==> src/rtl/pipe_ctrl.sv <==
// pipe_ctrl: central pipeline control unit.
// Arbitrates stall requests from id, ex and mem into the 6-bit stall vector,
// owns the ex multi-cycle stall counter and issues a one-cycle flush with a
// redirect PC when cp0 commits an exception or eret.
module pipe_ctrl #(
  parameter logic [31:0] EXCP_VEC = 32'h0000_0380,
  parameter int          CNT_W    = 6
) (
  input  logic             clk,
  input  logic             reset,
  input  logic             id_stall_req,
  input  logic             ex_mc_start,
  input  logic [CNT_W-1:0] ex_mc_cycles,
  input  logic             mem_stall_req,
  input  logic             excp_valid,
  input  logic             excp_eret,
  input  logic [31:0]      cp0_epc,
  output logic [5:0]       stall,
  output logic             flush,
  output logic [31:0]      new_pc,
  output logic             mc_busy,
  output logic             mc_done
);

  typedef enum logic [1:0] {
    IDLE  = 2'd0,
    BUSY  = 2'd1,
    DONE  = 2'd2,
    FLUSH = 2'd3
  } state_t;

  state_t             state_q;
  state_t             state_d;
  logic [CNT_W-1:0]   cnt_q;
  logic [CNT_W-1:0]   cnt_d;
  logic [31:0]        new_pc_q;
  logic [31:0]        new_pc_d;
  logic               ex_stall;

  // State, counter and redirect target registers; reset takes effect at once.
  always_ff @(posedge clk or posedge reset) begin
    if (reset) begin
      state_q  <= IDLE;
      cnt_q    <= '0;
      new_pc_q <= '0;
    end else begin
      state_q  <= state_d;
      cnt_q    <= cnt_d;
      new_pc_q <= new_pc_d;
    end
  end

  // Next-state logic: an exception outranks everything except an ongoing flush.
  always_comb begin
    state_d  = state_q;
    cnt_d    = cnt_q;
    new_pc_d = new_pc_q;
    if (state_q != FLUSH && excp_valid) begin
      state_d  = FLUSH;
      cnt_d    = '0;
      new_pc_d = excp_eret ? cp0_epc : EXCP_VEC;
    end else begin
      case (state_q)
        IDLE: begin
          // The start cycle itself is the first stall cycle, so BUSY needs
          // cycles-2 further decrements before reaching zero.
          if (ex_mc_start && ex_mc_cycles > CNT_W'(1)) begin
            state_d = BUSY;
            cnt_d   = ex_mc_cycles - CNT_W'(2);
          end else if (ex_mc_start && ex_mc_cycles == CNT_W'(1)) begin
            state_d = DONE;
          end
        end
        BUSY: begin
          // The counter keeps running even while mem holds the pipeline.
          if (cnt_q == '0) begin
            state_d = DONE;
          end else begin
            cnt_d = cnt_q - CNT_W'(1);
          end
        end
        DONE: begin
          // ex_mc_start here is the finished instruction still presenting.
          if (!mem_stall_req) begin
            state_d = IDLE;
          end
        end
        FLUSH: begin
          state_d = IDLE;
        end
        default: begin
          state_d = IDLE;
        end
      endcase
    end
  end

  // Stall vector priority: flush, mem, ex multi-cycle, id load-use.
  always_comb begin
    ex_stall = (state_q == BUSY) ||
               (state_q == IDLE && ex_mc_start && ex_mc_cycles != '0);
    stall = 6'b000000;
    if (state_q == FLUSH) begin
      stall = 6'b000000;
    end else if (mem_stall_req) begin
      stall = 6'b011111;
    end else if (ex_stall) begin
      stall = 6'b001111;
    end else if (id_stall_req) begin
      stall = 6'b000111;
    end
  end

  assign flush   = (state_q == FLUSH);
  assign mc_busy = (state_q == BUSY);
  assign mc_done = (state_q == DONE);
  assign new_pc  = new_pc_q;

endmodule

==> config.mk <==
export PLATFORM = sky130hd
export DESIGN_NAME = pipe_ctrl
export DESIGN_NICKNAME = d
export VERILOG_FILES = /design/src/rtl/pipe_ctrl.sv
export SDC_FILE = /design/constraint.sdc
export NUM_CORES = 1
export LEC_CHECK = 0
export BUFFER_PORTS_ARGS = -buffer_cell sky130_fd_sc_hd__buf_2
export CAP_MARGIN = 15
export CORE_UTILIZATION = 43
export CTS_BUF_LIST = sky130_fd_sc_hd__clkbuf_16
export DETAILED_ROUTE_END_ITERATION = 10
export PLACE_DENSITY = 0.76
export SETUP_SLACK_MARGIN = 0.02
export SLEW_MARGIN = 25
export SYNTH_ARGS = -nofsm -noshare
export SYNTH_HDL_FRONTEND = slang
export SYNTH_SLANG_ARGS = --single-unit
==> constraint.sdc <==
create_clock -name clk -period 1.85 [get_ports clk]
set_clock_uncertainty 0.15 [all_clocks]
set_input_delay 0.185 -clock clk [delete_from_list [all_inputs] [get_ports clk]]
set_output_delay 0.185 -clock clk [all_outputs]
set_load 0.05 [all_outputs]
==> flow_summary_export.csv <==
group,metric,value,unit
synth,ys_seq_area_share,50.5,%
place,port_buffers,84,
floorplan,floorplan.io_pins,86,
cts,clk_pin_slew,0.06,ns
cts,worstSkewPairLatency,0.27,ns
power,power_density,1770,mW/mm^2
synth,yosysTopAreaCell,"dfrtp_1",
route,drc,0,
place,globalplace.congestion,0.874,
global_routing,globalRouteTotalUtil,21.8,%
place,place_inst,362,
global_routing,grt_start_max_net_pins,41,
setup_path,worstSetupStartpoint,"ex_mc_cycles[2]",
setup_path,worst-setup-path-type,"in2out",
global_routing,grt_first_pass_wirelength,8.57,mm
synth,synth.avg_cell_area,8.69,um^2
cts,cts.sink_count,40,
power,max_rail_drop_vdd,827,uV
final_layout,flow.area_growth_from_synthesis,50.4,%
synth,synthTopCellsByArea,"dfrtp_1 51%, nand2_1 12%, nand3_1 7.3%",
synth,synth_enable_flop_cells,0,
final_layout,seqCellArea,0.00100,mm^2
synth,yosys_warnings,0,
cts,cts_root_buffer,"clkbuf_16",
synth,postSynth.asyncResetShare,100,%
setup_path,worst-endpoint-arrival,1.50,ns
synth,synthesis.nets,276,
sta,worst_slew_margin_rel,63.4,%
sta,timing_worst_slew_pin_value,0.550,ns
floorplan,core.rowCount,24,
sta,fmaxAchievable,546,MHz
setup_path,critical-path-slowest-cell,"or4_4",
setup_path,cp-end-kind,"output pin",
worst_hold_path,hold_path.class,"in2reg",
floorplan,effective_utilization_at_floorplan,45.2,%
global_routing,antenna_found_initial,0,
sta,period_needed,1.83,ns
synth,synth_area,0.00198,mm^2
setup_path,worst_path_largest_cell_delay,0.55,ns
setup_path,timing.critical_path.cells,"buf_2, or4_4, o31ai_4, a21oi_2, o21bai_4, buf_4",
route,detail_route.iter0.violations,112,
final_layout,post-route-util,68.0,%
sta,timing.final.hold_violations,0,
flow_run,maxCapViolations,0,
final_layout,diodes,0,
sta,finalSetupViolCount,0,
cts,tritoncts_buffer_count,5,
setup_path,timing.critical_path.max_delay_family,"simple AND/OR/NAND/NOR gates",
synth,synth-seq-cells,40,
cts,ctsLongestPathBuffers,2,
synth,synthMostInstantiatedCell,"nand2_1",
synth,yosysTopAreaCellShare,50.5,%
floorplan,die-area,0.00488,mm^2
place,detailedPlacementHpwl,3.45,mm
synth,synth.lib_cells_used.distinct,44,
final_layout,layout.filler_cells,367,
route,num_vias,1981,
final_layout,multiInputGateArea,917,um^2
final_layout,design_area,0.00298,mm^2
cts,tritoncts,"yes",
global_routing,first_global_vias,2007,
outcome,outcome,"completed",
sta,final_min_period_over_clock_period,99.0,%
setup_path,timing.critical_path.from_type,"input pin",
power,finalPower,5.27,mW
route,antenna_violating_nets_post_route,0,
sta,totalNegativeSetupSlack,0,ns
floorplan,die_width,69.9,um
setup_path,r2r-start,"cnt_q[1]$_DFFE_PP0P_",
setup_path,worst-path-buf-inv,2,
sta,rsz0062_at_grt,"yes",
route,wire_per_inst,12.7,um
route,drtPass1Iterations,4,
route,viasPerCell,5.00,
synth,ys.flop_type,"dfrtp_1",
place,dpl_cell_area,0.00251,mm^2
floorplan,area_of_the_core_region,0.00438,mm^2
synth,yosys-top-cells-count,"63 x nand2_1, 40 x dfrtp_1, 29 x nand3_1, 12 x inv_1, 10 x nor2_1",
global_routing,grt_remaining_overflow,0,
sta,final_max_slew_viol_count,0,
final_layout,final_net_count,392,
synth,post_synth_inst_count,228,
setup_path,biggest_fanout_along_the_worst_timing_path,3,
final_layout,final_cells,396,
setup_path,critPathRequiredTime,1.51,ns
floorplan,die_h,69.9,um
power,leak_pwr,1.61,nW
final_layout,final_layout_size_suffix_gt1_share,36.3,%
cts,cts_htree_levels,2,
worst_hold_path,hold_start,"cp0_epc[0]",
route,totalWireLength,5.04,mm
## worst reg2reg max path: stages (launching register included)
cell and delay [ns]:
dfrtp_1 0.40, inv_2 0.08, ha_4 0.11, or3b_4 0.40, o21ai_4 0.21, nand3_2 0.13, o2bb2ai_1 0.16
## layout by cell type, fill, tap and decap left out, types with 2 or more instances in the layout
master / synthesis / routed
nand2b_1: 2 / 2
nor2_1: 10 / 9
dfrtp_1: 40 / 40
clkbuf_16: 0 / 5
clkinv_2: 0 / 2
inv_1: 12 / 10
o22ai_1: 4 / 4
a32oi_1: 2 / 2
xor2_1: 2 / 2
ha_1: 3 / 2
buf_4: 4 / 18
nand3_1: 29 / 29
dlygate4sd3_1: 0 / 26
a31oi_1: 4 / 4
nor4_1: 2 / 2
buf_2: 5 / 79
a21oi_1: 6 / 5
or4_4: 1 / 2
inv_2: 0 / 2
o21ai_0: 3 / 2
nor3_1: 2 / 2
nand2_1: 63 / 63
## repair_timing
| item | CTS | global route |
|---|---|---|
| pin swaps | 1 | 3 |
| resized for setup | 4 | 17 |
| buffers inserted | 0 | 1 |
| endpoints found under the hold margin | 65 | 0 |
| hold buffers | 26 | 0 |
| setup endpoints to repair | 10 | 10 |
## per-stage QoR
stage,hold WS (ns),setup slack (ns)
after floorplan,0.168,-0.0254
after global placement,0.186,-0.0226
after detailed placement,0.192,-0.0285
after CTS,0.000106,-0.00231
after global routing,0.0199,-0.0333
final,0.00190,0.0179
## state kept, by name, indices dropped and copies added (netlist names)
| signal | cells |
|---|---|
| new_pc | 32 |
| state_q | 2 |
| cnt_q | 6 |
## area by class of cell
type	count	area share, %
Clock inverter	2	0.420
Sequential cell	40	33.6
Multi-Input combinational cell	159	30.8
Inverter	13	1.68
Clock buffer	5	4.20
Timing Repair Buffer	125	27.2
Tap cell	52	2.18
## routing by layer
layer  vias up  global-route usage (%)  part of all wire, %
li1        994                       -                    -
met1       922                    25.1                   43
met2        59                    40.3                   52
met3         6                    3.90                  4.0
met4         0                    7.56                  1.2
met5         -                       0                    0
## cell families (layout without fill, tap and decap cells)
kind of cell / Yosys count / count (layout) / share of synthesized area [%]
XOR/XNOR: 2 / 2 / 0.884
other: 1 / 1 / 0.189
adder cells (fa/ha/maj): 3 / 3 / 1.89
buffers and inverters: 29 / 145 / 6.63
AND/OR/NAND/NOR: 117 / 117 / 26.5
multiplexers: 1 / 1 / 0.505
flip-flops: 40 / 40 / 50.5
AO/OA/AOI/OAI: 35 / 35 / 12.9
## where the power goes
group          internal [mW]  switching [mW]
clock                  0.489           0.323
combinational          0.945            2.14
sequential              1.19           0.194
total                   2.62            2.65
## worst paths after layout
kind / cells after the start / end / slack, ns
max: 6 / stall[2] / 0.02
min: 3 / new_pc[0]$_DFFE_PP0N_ / 0.002
max reg2reg: 6 / cnt_q[0]$_DFFE_PP0P_ / 0.08
min reg2reg: 2 / new_pc[27]$_DFFE_PP0N_ / 0.31
max in group asynchronous: 4 / state_q[0]$_DFFE_PP0P_ / 0.78
min in group asynchronous: 4 / new_pc[15]$_DFFE_PP0N_ / 0.43
(Power assumes the default switching activity.)
